File: src/rtl/cpu_fetch_sequencer_if.sv
// Fetch sequencer bus: ROM port, datapath requests, status.
// Parameters must match the attached cpu_fetch_sequencer.
interface cpu_fetch_sequencer_if #(
  parameter int PC_W        = 11,
  parameter int IR_W        = 14,
  parameter int STACK_DEPTH = 8
);
  localparam int SP_W = $clog2(STACK_DEPTH + 1);

  logic            stall;
  logic [IR_W-1:0] rom_data;
  logic [PC_W-1:0] rom_addr;
  logic [IR_W-1:0] ir_out;
  logic [PC_W-1:0] pc_out;
  logic [2:0]      state;
  logic            exec_en;
  logic            branch_req;
  logic            call_req;
  logic            ret_req;
  logic            skip_req;
  logic [PC_W-1:0] target;
  logic [SP_W-1:0] stack_ptr;
  logic            stack_ovf;
  logic            stack_unf;
  logic            clear_flags;

  modport master (
    output stall, rom_data,
    output branch_req, call_req,
    output ret_req, skip_req,
    output target, clear_flags,
    input  rom_addr, ir_out, pc_out,
    input  state, exec_en,
    input  stack_ptr, stack_ovf,
    input  stack_unf
  );

  modport slave (
    input  stall, rom_data,
    input  branch_req, call_req,
    input  ret_req, skip_req,
    input  target, clear_flags,
    output rom_addr, ir_out, pc_out,
    output state, exec_en,
    output stack_ptr, stack_ovf,
    output stack_unf
  );
endinterface

File: src/rtl/cpu_fetch_sequencer.sv
// Fetch/sequencing unit: PC, MAR, IR, T0..T6 FSM,
// hardware call/return stack with sticky fault flags.
module cpu_fetch_sequencer #(
  parameter int PC_W         = 11,
  parameter int IR_W         = 14,
  parameter int STACK_DEPTH  = 8,
  parameter int RESET_VECTOR = 0,
  parameter int STACK_WRAP   = 1
) (
  input logic clk,
  input logic reset_n,
  cpu_fetch_sequencer_if.slave bus
);

  localparam int SP_W  = $clog2(STACK_DEPTH + 1);
  localparam int IDX_W = $clog2(STACK_DEPTH);

  localparam logic [PC_W-1:0] RV =
    PC_W'(RESET_VECTOR);
  localparam logic [SP_W-1:0] FULL =
    SP_W'(STACK_DEPTH);

  typedef enum logic [2:0] {
    T0 = 3'd0,
    T1 = 3'd1,
    T2 = 3'd2,
    T3 = 3'd3,
    T4 = 3'd4,
    T5 = 3'd5,
    T6 = 3'd6
  } state_t;

  state_t          st;
  logic [PC_W-1:0] pc;
  logic [PC_W-1:0] mar;
  logic [IR_W-1:0] ir;
  logic [SP_W-1:0] sp;
  logic            ovf;
  logic            unf;
  logic [PC_W-1:0] stk [STACK_DEPTH];

  // Entry stk[0] is the oldest; the top
  // of stack sits at stk[sp-1].
  logic [IDX_W-1:0] wr_idx;
  logic [IDX_W-1:0] top_idx;

  assign wr_idx  = sp[IDX_W-1:0];
  assign top_idx = wr_idx - IDX_W'(1);

  // Instruction cycle, request handling and
  // stack; stall freezes every register.
  always_ff @(posedge clk or negedge reset_n) begin
    if (!reset_n) begin
      st  <= T0;
      pc  <= RV;
      mar <= '0;
      ir  <= '0;
      sp  <= '0;
      ovf <= 1'b0;
      unf <= 1'b0;
      for (int i = 0; i < STACK_DEPTH; i++)
        stk[i] <= '0;
    end else if (!bus.stall) begin
      // Clear first so a same-cycle set wins.
      if (bus.clear_flags) begin
        ovf <= 1'b0;
        unf <= 1'b0;
      end
      case (st)
        T0: st <= T1;
        T1: begin
          mar <= pc;
          st  <= T2;
        end
        T2: begin
          pc <= pc + PC_W'(1);
          st <= T3;
        end
        T3: begin
          ir <= bus.rom_data;
          st <= T4;
        end
        T4: begin
          st <= T5;
          priority case (1'b1)
            bus.ret_req: begin
              if (sp != '0) begin
                pc <= stk[top_idx];
                sp <= sp - SP_W'(1);
              end else begin
                pc  <= RV;
                unf <= 1'b1;
              end
            end
            bus.call_req: begin
              pc <= bus.target;
              if (sp < FULL) begin
                stk[wr_idx] <= pc;
                sp <= sp + SP_W'(1);
              end else begin
                ovf <= 1'b1;
                if (STACK_WRAP != 0) begin
                  for (int i = 0; i < STACK_DEPTH - 1; i++)
                    stk[i] <= stk[i+1];
                  stk[STACK_DEPTH-1] <= pc;
                end
              end
            end
            bus.branch_req: pc <= bus.target;
            bus.skip_req:   pc <= pc + PC_W'(1);
            default: ;
          endcase
        end
        T5: st <= T6;
        T6: st <= T1;
        default: st <= T0;
      endcase
    end
  end

  // Execute strobe is suppressed by stall.
  assign bus.exec_en   = (st == T4) && !bus.stall;
  assign bus.state     = st;
  assign bus.pc_out    = pc;
  assign bus.rom_addr  = mar;
  assign bus.ir_out    = ir;
  assign bus.stack_ptr = sp;
  assign bus.stack_ovf = ovf;
  assign bus.stack_unf = unf;

endmodule

File: src/flat_wrapper.sv
// flat-port wrapper written by rule: the top's interface ports become plain ports
module cpu_fetch_sequencer_flat 
#(
  parameter int PC_W         = 11,
  parameter int IR_W         = 14,
  parameter int STACK_DEPTH  = 8,
  parameter int RESET_VECTOR = 0,
  parameter int STACK_WRAP   = 1
)
  (clk, reset_n, bus_stall, bus_rom_data, bus_branch_req, bus_call_req, bus_ret_req, bus_skip_req, bus_target, bus_clear_flags, bus_rom_addr, bus_ir_out, bus_pc_out, bus_state, bus_exec_en, bus_stack_ptr, bus_stack_ovf, bus_stack_unf);
  cpu_fetch_sequencer_if #(.PC_W(PC_W), .IR_W(IR_W), .STACK_DEPTH(STACK_DEPTH)) bus_i ();
  input logic clk;
  input logic reset_n;
  input wire logic [$bits(bus_i.stall)-1:0] bus_stall;
  input wire logic [$bits(bus_i.rom_data)-1:0] bus_rom_data;
  input wire logic [$bits(bus_i.branch_req)-1:0] bus_branch_req;
  input wire logic [$bits(bus_i.call_req)-1:0] bus_call_req;
  input wire logic [$bits(bus_i.ret_req)-1:0] bus_ret_req;
  input wire logic [$bits(bus_i.skip_req)-1:0] bus_skip_req;
  input wire logic [$bits(bus_i.target)-1:0] bus_target;
  input wire logic [$bits(bus_i.clear_flags)-1:0] bus_clear_flags;
  output wire logic [$bits(bus_i.rom_addr)-1:0] bus_rom_addr;
  output wire logic [$bits(bus_i.ir_out)-1:0] bus_ir_out;
  output wire logic [$bits(bus_i.pc_out)-1:0] bus_pc_out;
  output wire logic [$bits(bus_i.state)-1:0] bus_state;
  output wire logic [$bits(bus_i.exec_en)-1:0] bus_exec_en;
  output wire logic [$bits(bus_i.stack_ptr)-1:0] bus_stack_ptr;
  output wire logic [$bits(bus_i.stack_ovf)-1:0] bus_stack_ovf;
  output wire logic [$bits(bus_i.stack_unf)-1:0] bus_stack_unf;
  assign bus_i.stall = bus_stall;
  assign bus_i.rom_data = bus_rom_data;
  assign bus_i.branch_req = bus_branch_req;
  assign bus_i.call_req = bus_call_req;
  assign bus_i.ret_req = bus_ret_req;
  assign bus_i.skip_req = bus_skip_req;
  assign bus_i.target = bus_target;
  assign bus_i.clear_flags = bus_clear_flags;
  assign bus_rom_addr = bus_i.rom_addr;
  assign bus_ir_out = bus_i.ir_out;
  assign bus_pc_out = bus_i.pc_out;
  assign bus_state = bus_i.state;
  assign bus_exec_en = bus_i.exec_en;
  assign bus_stack_ptr = bus_i.stack_ptr;
  assign bus_stack_ovf = bus_i.stack_ovf;
  assign bus_stack_unf = bus_i.stack_unf;
  cpu_fetch_sequencer #(.PC_W(PC_W), .IR_W(IR_W), .STACK_DEPTH(STACK_DEPTH), .RESET_VECTOR(RESET_VECTOR), .STACK_WRAP(STACK_WRAP)) u_core (.clk(clk), .reset_n(reset_n), .bus(bus_i));
endmodule
File: config.mk
export PLATFORM = sky130hd
export DESIGN_NAME = cpu_fetch_sequencer_flat
export DESIGN_NICKNAME = d
export VERILOG_FILES = /design/src/rtl/cpu_fetch_sequencer_if.sv /design/src/rtl/cpu_fetch_sequencer.sv /design/src/flat_wrapper.sv
export SDC_FILE = /design/constraint.sdc
export NUM_CORES = 1
export LEC_CHECK = 0
export CAP_MARGIN = 20
export CORE_ASPECT_RATIO = 1.75
export CORE_MARGIN = 2
export CORE_UTILIZATION = 57
export CTS_CLUSTER_DIAMETER = 40
export DETAILED_ROUTE_END_ITERATION = 6
export GPL_TIMING_DRIVEN = 0
export PLACE_DENSITY = 0.8
export SETUP_SLACK_MARGIN = 0.15
export SLEW_MARGIN = 40
export SYNTH_ARGS = -nofsm -noshare
export SYNTH_HDL_FRONTEND = slang
export SYNTH_SLANG_ARGS = --single-unit
File: constraint.sdc
create_clock -name clk -period 2.5 [get_ports clk]
set_input_delay 0.5 -clock clk [delete_from_list [all_inputs] [get_ports clk]]
set_output_delay 0.5 -clock clk [all_outputs]
set_load 0.1 [all_outputs]
==> impl_metrics.env <==
export IMPL_die_x_um=90.5
export IMPL_initial_core_util_pct=58.0
export IMPL_wl_um=23000
export IMPL_hold_class="primary input to asynchronous set/reset pin"
export IMPL_stdcell_count=965
export IMPL_run_status="finished, violations left"
export IMPL_routed_via_count=6605
export IMPL_drt_first_pass_iters=6
export IMPL_syn_area_mm2=0.00746
export IMPL_max_freq_mhz=428
export IMPL_routed_via_density=6.84
export IMPL_startpoint_type="flip-flop"
export IMPL_ff2ff_path_depth=7
export IMPL_placed_cell_area_mm2=0.00830
export IMPL_rsz0062_at_grt="yes"
export IMPL_die_h_um=155
export IMPL_cp_data_required_time_ns=2.79
export IMPL_clk_path_buf_depth=2
export IMPL_cpMaxStageDelayCell="dfrtp_4"
export IMPL_final_common_cell="a22oi_1"
export IMPL_h_tree_depth=4
export IMPL_slew_violations=0
export IMPL_drc_errors=0
export IMPL_top_usage_layer="met2"
export IMPL_root_buffer="clkbuf_16"
export IMPL_cts_tree="built"
export IMPL_rrSetupSlack_ns=0.17
export IMPL_cts_sinks=133
export IMPL_final_cell_mix="a22oi_1 (157), dfrtp_1 (124), buf_2 (80)"
export IMPL_clock_latency_ns=0.43
export IMPL_finClkSkew_ns=0.0112
export IMPL_p_leak_nw=3.63
export IMPL_grt_max_degree=76
export IMPL_vdd_ir_drop_max_mv=1.00
export IMPL_clkTransAtPathRegs_ns=0.06
export IMPL_violations="negative hold slack"
export IMPL_synth_area_per_cell_um2=11.0
export IMPL_fill_cells=988
export IMPL_cts_inserted_buffers=17
export IMPL_n_antenna_cell=0
export IMPL_synth_edf_count=0
export IMPL_pin_count=79
export IMPL_max_stage_delay_ns=0.53
export IMPL_crit_path_end_kind="flip-flop"
export IMPL_powerDensity_mw_per_mm2=1370
export IMPL_cts_hold_buf=0
export IMPL_ant_nets=0
export IMPL_core_rowCount=55
export IMPL_track_usage_pct=33.8
export IMPL_ys_dominant_reg_cell="dfrtp_1"
export IMPL_synth_cell_type_count=58
export IMPL_ys_seq_elements=133
export IMPL_grt_pass1_vias=6791
export IMPL_tightestPinTransition_ns=0.671
export IMPL_syn_to_final_growth_pct=20.0
export IMPL_arrival_ns=2.62
export IMPL_hold_violations=3
export IMPL_grt_pass1_wl_um=36600
export IMPL_fin_crit_ns=2.33
export IMPL_r2r_start="u_core.bus.stack_ptr[1]"
export IMPL_syn_nets=720
export IMPL_coreArea_mm2=0.0129
export IMPL_final_setup_worst_slack_ns=0.165
export IMPL_fin_util_pct=69.6
export IMPL_synth_warnings=0
export IMPL_gp_congestion=0.939
export IMPL_hold_ws_ns=-0.00153
export IMPL_wl_per_cell_um=23.9
export IMPL_grt_met2_usage_pct=59.3
export IMPL_numPortBuffers=78
export IMPL_worstSetupPathType="flip-flop to flip-flop"
export IMPL_worst_r2r_endpoint="u_core.bus.pc_out[10]"
export IMPL_drive_gt1_share_pct=28.8
export IMPL_drv_cap=0
export IMPL_synth_cells=681
export IMPL_async_reset_ff_share_pct=100
export IMPL_synth_seq_area_share_pct=44.6
export IMPL_gr_total_overflow=0
export IMPL_place_inst=931
export IMPL_setup_violations=0
export IMPL_die_area_mm2=0.0141
export IMPL_critPathMaxFanout=10
export IMPL_nNetsFinal=820
export IMPL_final_period_utilization_pct=93.4
export IMPL_antenna_found_initial=0
export IMPL_design_area_mm2=0.00895
export IMPL_hpwl_um=16800
export IMPL_pre_cts_ws_ns=-0.206
export IMPL_drt_iter0_markers=682
export IMPL_grt_util_met1_pct=37.6
export IMPL_cp_cell_sequence="inv_1 -> ha_4 -> xor2_4 -> mux2i_2 -> nor3_1 -> a2111oi_2 -> o31ai_1"
export IMPL_grtUsageMet3_pct=6.00
export IMPL_slew_headroom_pct=55.3
-- flip-flops by register name, indices dropped and copies added (netlist names) --
register              count
u_core.bus.rom_addr      11
u_core.bus.pc_out        11
u_core.stk               88
u_core.bus.state          3
u_core.bus.stack_unf      1
u_core.bus.stack_ovf      1
u_core.bus.stack_ptr      4
u_core.bus.ir_out        14
-- kinds of logic after synthesis --
family	count (synthesis)	share of synthesized area [%]
AO/OA/AOI/OAI	292	25.9
adder cells (fa/ha/maj)	6	1.11
multiplexers	68	13.4
buffers and inverters	79	5.80
flip-flops	133	44.6
AND/OR/NAND/NOR	90	7.35
XOR/XNOR	13	1.78
-- layout make-up --
cell class                 instances  area, um^2  share of cell area, %
buffer                            72         432                   4.82
clock inverter                    15         143                   1.59
timing repair buffer              81         604                   6.75
tap                              171         214                   2.39
inverter                           7        35.0                  0.391
sequential                       133        3350                   37.4
multi-input combinational        469        3750                   41.9
clock buffer                      17         425                   4.75
-- synthesized netlist by cell type, types with 3 or more instances --
cell / count / area share, %
a21oi_1: 12 / 0.81
mux2_2: 37 / 5.6
buf_6: 7 / 1.1
xnor2_1: 10 / 1.2
inv_1: 6 / 0.30
mux4_2: 22 / 6.6
mux2i_1: 9 / 1.2
nor3_1: 4 / 0.27
ha_1: 5 / 0.84
o21ai_1: 70 / 4.7
nand2_1: 18 / 0.91
buf_4: 6 / 0.60
dfrtp_1: 133 / 45
nor2_1: 21 / 1.1
a31oi_1: 7 / 0.59
clkbuf_1: 21 / 1.1
nand3_1: 9 / 0.60
a22oi_1: 157 / 16
o22ai_1: 3 / 0.25
nor2_4: 6 / 0.91
or3_1: 4 / 0.34
nand4_1: 4 / 0.34
and2_1: 3 / 0.25
buf_2: 36 / 2.4
and3_1: 5 / 0.42
a21o_1: 5 / 0.50
o21ai_0: 22 / 1.5
-- where the power goes --
part / internal, W / switching, W
Combinational: 0.00192 / 0.00487
Sequential: 0.00263 / 0.000388
Clock: 0.00139 / 0.00105
-- stage by stage --
| step | total power (W) | setup TNS, ns |
|---|---|---|
| final | 0.0122 | 0 |
| after floorplan | 0.00818 | 0 |
| after global routing | 0.0127 | 0 |
| after CTS | 0.0121 | 0 |
| after global placement | 0.00987 | -570.97 |
| after detailed placement | 0.00966 | -5.85 |
-- worst max-delay path by stage --
stage / start / endpoint / slack [ns] / cells after the start
after floorplan: u_core.bus.stack_ptr[0] / u_core.bus.pc_out[10] / 0.08 / 9
after global placement: reset_n / u_core.bus.state[2] / -5.11 / 1
after detailed placement: u_core.bus.stack_ptr[0] / u_core.bus.pc_out[10] / -0.21 / 9
after CTS: u_core.bus.stack_ptr[0] / u_core.bus.pc_out[10] / 0.03 / 9
after global routing: u_core.bus.stack_ptr[1] / u_core.bus.pc_out[10] / 0.09 / 7
final: u_core.bus.stack_ptr[1] / u_core.bus.pc_out[10] / 0.17 / 7
-- worst max-delay path: cells and delay by family, from the launching register on --
family	cells	cell delay, ns
adder cells (fa/ha/maj)	1	0.21
flip-flops	1	0.53
multiplexers	1	0.29
buffers and inverters	1	0.29
AO/OA/AOI/OAI	2	0.34
AND/OR/NAND/NOR	1	0.08
XOR/XNOR	1	0.44
-- routing by layer --
layer  up-vias  part of all wire (%)
met2       373                    53
met4         0                   5.5
li1       2863                     -
met3        91                   6.1
met5         -                     0
met1      3278                    35
-- what timing repair did --
item                                    CTS  global route
endpoints found under the setup margin   12            23
hold endpoints to repair                  0             0
buffers inserted                          2             0
resized for setup                         4            21
pin swaps                                 1             0
Note: power is estimated with default switching activity, not from simulation.
